File: src/rtl/commit_unit.sv
// commit_unit: commit-side consumer of the ALU/LS/MULT pipeline outputs.
//
// Round-robin picks at most one valid pipeline result per cycle. Clean results
// drive the single register-file write port and release scoreboard
// reservations one cycle later. Erroring results become a trap request plus a
// one-cycle flush. The unit then accepts nothing until the CSR block acks.
//
// Ports:
//   clk_i, rst_ni      clock, asynchronous active-low reset
//   pl_valid_i         per-pipeline result valid
//   pl_output_i        per-pipeline result payload (pl_out_t)
//   ds_rdy_o           per-pipeline ready, one-hot on the winner (combinational)
//   rf_we_o/_waddr_o/_wdata_o/_wcap_o   register-file write port (registered)
//   rsv_clr_o          one-hot scoreboard release; bit 0 never set
//   trap_valid_o/_pc_o/_mcause_o/_mtval_o   trap request to the CSR block
//   trap_ack_i         CSR block has taken the trap
//   flush_o            one-cycle flush pulse to every pipeline
//   commit_cnt_o       retired-result counter

package commit_unit_pkg;
    localparam int unsigned OpW     = 65;
    localparam int unsigned McauseW = 6;

    typedef struct packed {
        logic               we;
        logic               wrsv;
        logic [4:0]         waddr;
        logic [OpW-1:0]     wdata;
        logic               err;
        logic [31:0]        pc;
        logic [McauseW-1:0] mcause;
        logic [31:0]        mtval;
        logic               is_cap;
    } pl_out_t;
endpackage

module commit_unit
    import commit_unit_pkg::*;
#(
    parameter int unsigned NumPl     = 3,
    parameter bit          CHERIoTEn = 1'b1
) (
    input  logic                     clk_i,
    input  logic                     rst_ni,
    input  logic [NumPl-1:0]         pl_valid_i,
    input  pl_out_t [NumPl-1:0]      pl_output_i,
    output logic [NumPl-1:0]         ds_rdy_o,
    output logic                     rf_we_o,
    output logic [4:0]               rf_waddr_o,
    output logic [OpW-1:0]           rf_wdata_o,
    output logic                     rf_wcap_o,
    output logic [31:0]              rsv_clr_o,
    output logic                     trap_valid_o,
    output logic [31:0]              trap_pc_o,
    output logic [McauseW-1:0]       trap_mcause_o,
    output logic [31:0]              trap_mtval_o,
    input  logic                     trap_ack_i,
    output logic                     flush_o,
    output logic [31:0]              commit_cnt_o
);

    localparam int unsigned PtrW = $clog2(NumPl);

    // Without CHERIoT only the 32-bit integer part is architecturally visible.
    localparam logic [OpW-1:0] WdataMask =
        CHERIoTEn ? {OpW{1'b1}} : {{(OpW-32){1'b0}}, {32{1'b1}}};

    typedef enum logic [1:0] {StRun, StFlush, StWaitAck} state_e;

    state_e              state_q, state_d;
    logic [PtrW-1:0]     rr_ptr_q, rr_ptr_d;
    logic [31:0]         commit_cnt_q, commit_cnt_d;
    logic                rf_we_q, rf_we_d;
    logic [4:0]          rf_waddr_q, rf_waddr_d;
    logic [OpW-1:0]      rf_wdata_q, rf_wdata_d;
    logic                rf_wcap_q, rf_wcap_d;
    logic [31:0]         rsv_clr_q, rsv_clr_d;
    logic                trap_valid_q, trap_valid_d;
    logic [31:0]         trap_pc_q, trap_pc_d;
    logic [McauseW-1:0]  trap_mcause_q, trap_mcause_d;
    logic [31:0]         trap_mtval_q, trap_mtval_d;
    logic                flush_q, flush_d;

    logic                grant_valid;
    logic [PtrW-1:0]     grant_idx;
    int unsigned         cand_idx;
    logic                xfer;
    pl_out_t             sel;

    // Cyclic search for the first valid pipeline at or after rr_ptr_q.
    always_comb begin
        grant_valid = 1'b0;
        grant_idx   = '0;
        cand_idx    = 0;
        for (int unsigned i = 0; i < NumPl; i++) begin
            cand_idx = (32'(rr_ptr_q) + i) % NumPl;
            if (!grant_valid && pl_valid_i[cand_idx[PtrW-1:0]]) begin
                grant_valid = 1'b1;
                grant_idx   = cand_idx[PtrW-1:0];
            end
        end
    end

    always_comb begin
        for (int unsigned i = 0; i < NumPl; i++) begin
            ds_rdy_o[i] = (state_q == StRun) && grant_valid && (grant_idx == PtrW'(i));
        end
    end

    assign xfer = (state_q == StRun) && grant_valid;
    assign sel  = pl_output_i[grant_idx];

    always_comb begin
        state_d       = state_q;
        rr_ptr_d      = rr_ptr_q;
        commit_cnt_d  = commit_cnt_q;
        rf_we_d       = 1'b0;
        rf_waddr_d    = rf_waddr_q;
        rf_wdata_d    = rf_wdata_q;
        rf_wcap_d     = rf_wcap_q;
        rsv_clr_d     = '0;
        trap_valid_d  = trap_valid_q;
        trap_pc_d     = trap_pc_q;
        trap_mcause_d = trap_mcause_q;
        trap_mtval_d  = trap_mtval_q;
        flush_d       = 1'b0;

        unique case (state_q)
            StRun: begin
                if (xfer) begin
                    rr_ptr_d = (grant_idx == PtrW'(NumPl - 1)) ? '0 : grant_idx + 1'b1;
                    if (sel.err) begin
                        state_d       = StFlush;
                        trap_valid_d  = 1'b1;
                        trap_pc_d     = sel.pc;
                        trap_mcause_d = sel.mcause;
                        trap_mtval_d  = sel.mtval;
                        flush_d       = 1'b1;
                    end else begin
                        rf_we_d      = sel.we && (sel.waddr != 5'd0);
                        rf_waddr_d   = sel.waddr;
                        rf_wdata_d   = sel.wdata & WdataMask;
                        rf_wcap_d    = sel.is_cap && sel.we;
                        // wrsv=0 marks a WAW-cancelled result: write, but the
                        // reservation belongs to a younger instruction.
                        if (sel.we && sel.wrsv && (sel.waddr != 5'd0)) begin
                            rsv_clr_d[sel.waddr] = 1'b1;
                        end
                        commit_cnt_d = commit_cnt_q + 32'd1;
                    end
                end
            end
            StFlush: begin
                if (trap_ack_i) begin
                    state_d      = StRun;
                    trap_valid_d = 1'b0;
                end else begin
                    state_d = StWaitAck;
                end
            end
            StWaitAck: begin
                if (trap_ack_i) begin
                    state_d      = StRun;
                    trap_valid_d = 1'b0;
                end
            end
            default: state_d = StRun;
        endcase
    end

    always_ff @(posedge clk_i or negedge rst_ni) begin
        if (!rst_ni) begin
            state_q       <= StRun;
            rr_ptr_q      <= '0;
            commit_cnt_q  <= '0;
            rf_we_q       <= 1'b0;
            rf_waddr_q    <= '0;
            rf_wdata_q    <= '0;
            rf_wcap_q     <= 1'b0;
            rsv_clr_q     <= '0;
            trap_valid_q  <= 1'b0;
            trap_pc_q     <= '0;
            trap_mcause_q <= '0;
            trap_mtval_q  <= '0;
            flush_q       <= 1'b0;
        end else begin
            state_q       <= state_d;
            rr_ptr_q      <= rr_ptr_d;
            commit_cnt_q  <= commit_cnt_d;
            rf_we_q       <= rf_we_d;
            rf_waddr_q    <= rf_waddr_d;
            rf_wdata_q    <= rf_wdata_d;
            rf_wcap_q     <= rf_wcap_d;
            rsv_clr_q     <= rsv_clr_d;
            trap_valid_q  <= trap_valid_d;
            trap_pc_q     <= trap_pc_d;
            trap_mcause_q <= trap_mcause_d;
            trap_mtval_q  <= trap_mtval_d;
            flush_q       <= flush_d;
        end
    end

    assign rf_we_o       = rf_we_q;
    assign rf_waddr_o    = rf_waddr_q;
    assign rf_wdata_o    = rf_wdata_q;
    assign rf_wcap_o     = rf_wcap_q;
    assign rsv_clr_o     = rsv_clr_q;
    assign trap_valid_o  = trap_valid_q;
    assign trap_pc_o     = trap_pc_q;
    assign trap_mcause_o = trap_mcause_q;
    assign trap_mtval_o  = trap_mtval_q;
    assign flush_o       = flush_q;
    assign commit_cnt_o  = commit_cnt_q;

endmodule
File: config.mk
export PLATFORM = sky130hd
export DESIGN_NAME = commit_unit
export DESIGN_NICKNAME = d
export VERILOG_FILES = /design/src/rtl/commit_unit.sv
export SDC_FILE = /design/constraint.sdc
export NUM_CORES = 1
export LEC_CHECK = 0
export ABC_AREA = 0
export BUFFER_PORTS_ARGS = -buffer_cell sky130_fd_sc_hd__buf_2
export CAP_MARGIN = 10
export CORE_AREA = 4 4 254 256
export CTS_BUF_LIST = sky130_fd_sc_hd__clkbuf_4
export CTS_CLUSTER_SIZE = 10
export DETAILED_ROUTE_END_ITERATION = 16
export DIE_AREA = 0 0 258 260
export SYNTH_ARGS = -nofsm -noshare
export SYNTH_HDL_FRONTEND = slang
export SYNTH_SLANG_ARGS = --single-unit
File: constraint.sdc
create_clock -name clk_i -period 5.9 [get_ports clk_i]
set_input_delay 1.475 -clock clk_i [delete_from_list [all_inputs] [get_ports clk_i]]
set_output_delay 1.475 -clock clk_i [all_outputs]
set_load 0.1 [all_outputs]
==> impl_metrics.ini <==
[placed_design]
dp_hpwl_mm = 40.8
gp_congestion = 0.896
portBuffers = 648

[critical_path]
critPathKind = reg2out
cp-start-kind = flip-flop
rr_worst_depth = 11
crit_arrival_ns = 3.73
end_kind = output port
cp.required_ns = 4.43
critPathMaxFanout = 14

[routing]
postRouteWirelength_mm = 52.0
vias = 13100
drc = 0
wire_per_inst_um = 18.1
antenna_left = 0
first_iter_violations = 756
firstDrtPassIters = 5
vias_per_cell = 4.54

[timing]
relSlewSlack = 0.330
grt_setup_unrepaired = false
worst_pin_slew_ns = 1.01
finalHoldViolCount = 0
finalCriticalPeriod_ns = 5.20
setup_violations = 0
fin_skew_ns = 0.0791
fin_tns_setup_ns = 0
post-route-period-util = 0.882
max_freq_ghz = 0.192
maxSlewViolCount = 0

[clock_network]
clk_pin_slew_ns = 0.05
postCtsSetupBuffers = 0
clock-sinks = 212
root_buffer = clkbuf_4
worstSkewPairLatency_ns = 0.79
htreeDepth = 2
cts_made_buffers = 61
ctsHoldBuffers = 0
cts_tree = done
ctsResizeCount = 0
clockBufferDepth = 3

[synth]
syn_inst = 1348
yosysUniqueCellTypes = 71
ys_seq_elements = 212
async_flop_share = 1.00
syn_avg_cell_area_um2 = 8.86
yosysSeqAreaShare = 0.444
synth_fp_nets = 1794
syn_area_um2 = 11900
synth_warnings = 0
synth_ff_type = dfrtp_1
synth_edf_count = 0

[grt]
grt_pass1_vias = 12400
grt_usage = 0.144
grt_pass1_wl_mm = 75.1
grt_overflow = 0
grt_max_degree = 169
antenna_found_initial = 6

[floorplan]
core_um2 = 62500
fp.dieArea_um2 = 67100
rows = 92
fp.dieH_um = 260
io_pins = 649
die_w_um = 258
initial_core_util = 0.191

[worst_hold_path]
hold_path.class = reg2reg
whs_path_depth = 1

[final_layout]
multi_input_area_um2 = 6070
fill_cells = 6937
layout-drive-gt1-share = 0.418
syn_to_final_growth_pct = 40.4
nets = 2426
regArea_um2 = 5310
layout_commonest_cell = buf_2
layout_common_cells = buf_2 (647), nand2_1 (302), dfrtp_1 (212), nor2_1 (179), clkbuf_4 (80)

[run]
cap_violations = 0

[run_status]
status = finished, final reports clean
## path summary, 6_finish.rpt
path	endpoint	slack (ns)	from
max in group asynchronous	trap_mtval_o[1]	4.06	rst_ni
worst max-delay path	ds_rdy_o[0]	0.70	rr_ptr_q[1]
worst min-delay path	rf_wdata_o[15]	0.47	rf_wdata_o[15]
worst max register to register	rf_wdata_o[59]	1.94	rr_ptr_q[1]
min in group asynchronous	commit_cnt_o[21]	0.68	rst_ni
worst min register to register	rf_wdata_o[15]	0.47	rf_wdata_o[15]
## worst max-delay path, stage by stage, from the launching register on
cell     delay (ns)
dfrtp_1        0.41
inv_1          0.09
ha_1           0.45
mux2i_1        0.36
mux2_2         0.29
and3_1         0.51
nor2_4         0.17
nor2_1         0.20
buf_2          0.46
## cells by family after synthesis
kind of cell             count (synthesis)  share of synthesized area
AND/OR/NAND/NOR                        610                      0.220
AO/OA/AOI/OAI                          292                      0.182
flip-flops                             212                      0.444
buffers and inverters                  116                     0.0498
multiplexers                            78                     0.0732
XOR/XNOR                                31                     0.0227
adder cells (fa/ha/maj)                  8                    0.00838
other                                    1                   0.000314
## registers in the layout, summed over array words and instances, names as in the netlist
name           flops
trap_valid_o       1
rr_ptr_q           2
rsv_clr_o         32
rf_waddr_o         5
commit_cnt_o      32
trap_pc_o         32
trap_mtval_o      32
state_q            2
rf_wcap_o          1
rf_we_o            1
rf_wdata_o        65
flush_o            1
trap_mcause_o      6
## layer usage
metal	routed length (um)	vias to the layer above	GRT usage
met5	85	-	0
met4	1610	12	0.0472
met3	4650	114	0.0435
met2	25200	652	0.244
met1	20500	6206	0.174
li1	-	6099	-
## cells in the mapped netlist (all sizes together), types with 5 or more instances
master	count	area [um2]
nand2	304	1140
dfrtp	212	5310
nor2	181	689
buf	80	459
a31oi	74	463
mux2	72	811
a311oi	70	613
a21o	69	518
nand4	26	163
o21ai	24	124
clkbuf	20	76.3
nand3	20	100
nor4	19	140
xnor2	19	166
nor2b	18	113
a21oi	16	114
inv	16	60.1
xor2	12	105
nor3	11	60.1
ha	8	100
and3	7	43.8
mux2i	6	63.8
o211ai	5	37.5
o31ai	5	42.5
## metrics by stage
step           utilization  instances  area (um2)  hold WS, ns  setup slack (ns)
2_1_floorplan            -       1348       11900        0.497             0.473
3_5_place_dp         0.256       2763       16000        0.460             0.949
4_1_cts              0.268       2877       16800        0.475             0.601
5_1_grt              0.268       2878       16800        0.486             0.394
6_report             0.268       2879       16800        0.470             0.697
3_3_place_gp         0.256       2763       16000        0.454             0.976
## area by class of cell
cell class	instances	share of cell area
Multi-Input combinational cell	1020	0.362
Sequential cell	212	0.316
Timing Repair Buffer	669	0.209
Tap cell	846	0.0631
Clock buffer	80	0.0358
Clock inverter	34	0.0105
Inverter	16	0.00358
Antenna cell	2	0.000298
Power is not shown: default switching activity piles up to over one toggle a cycle in this logic, so the estimate is an artifact.
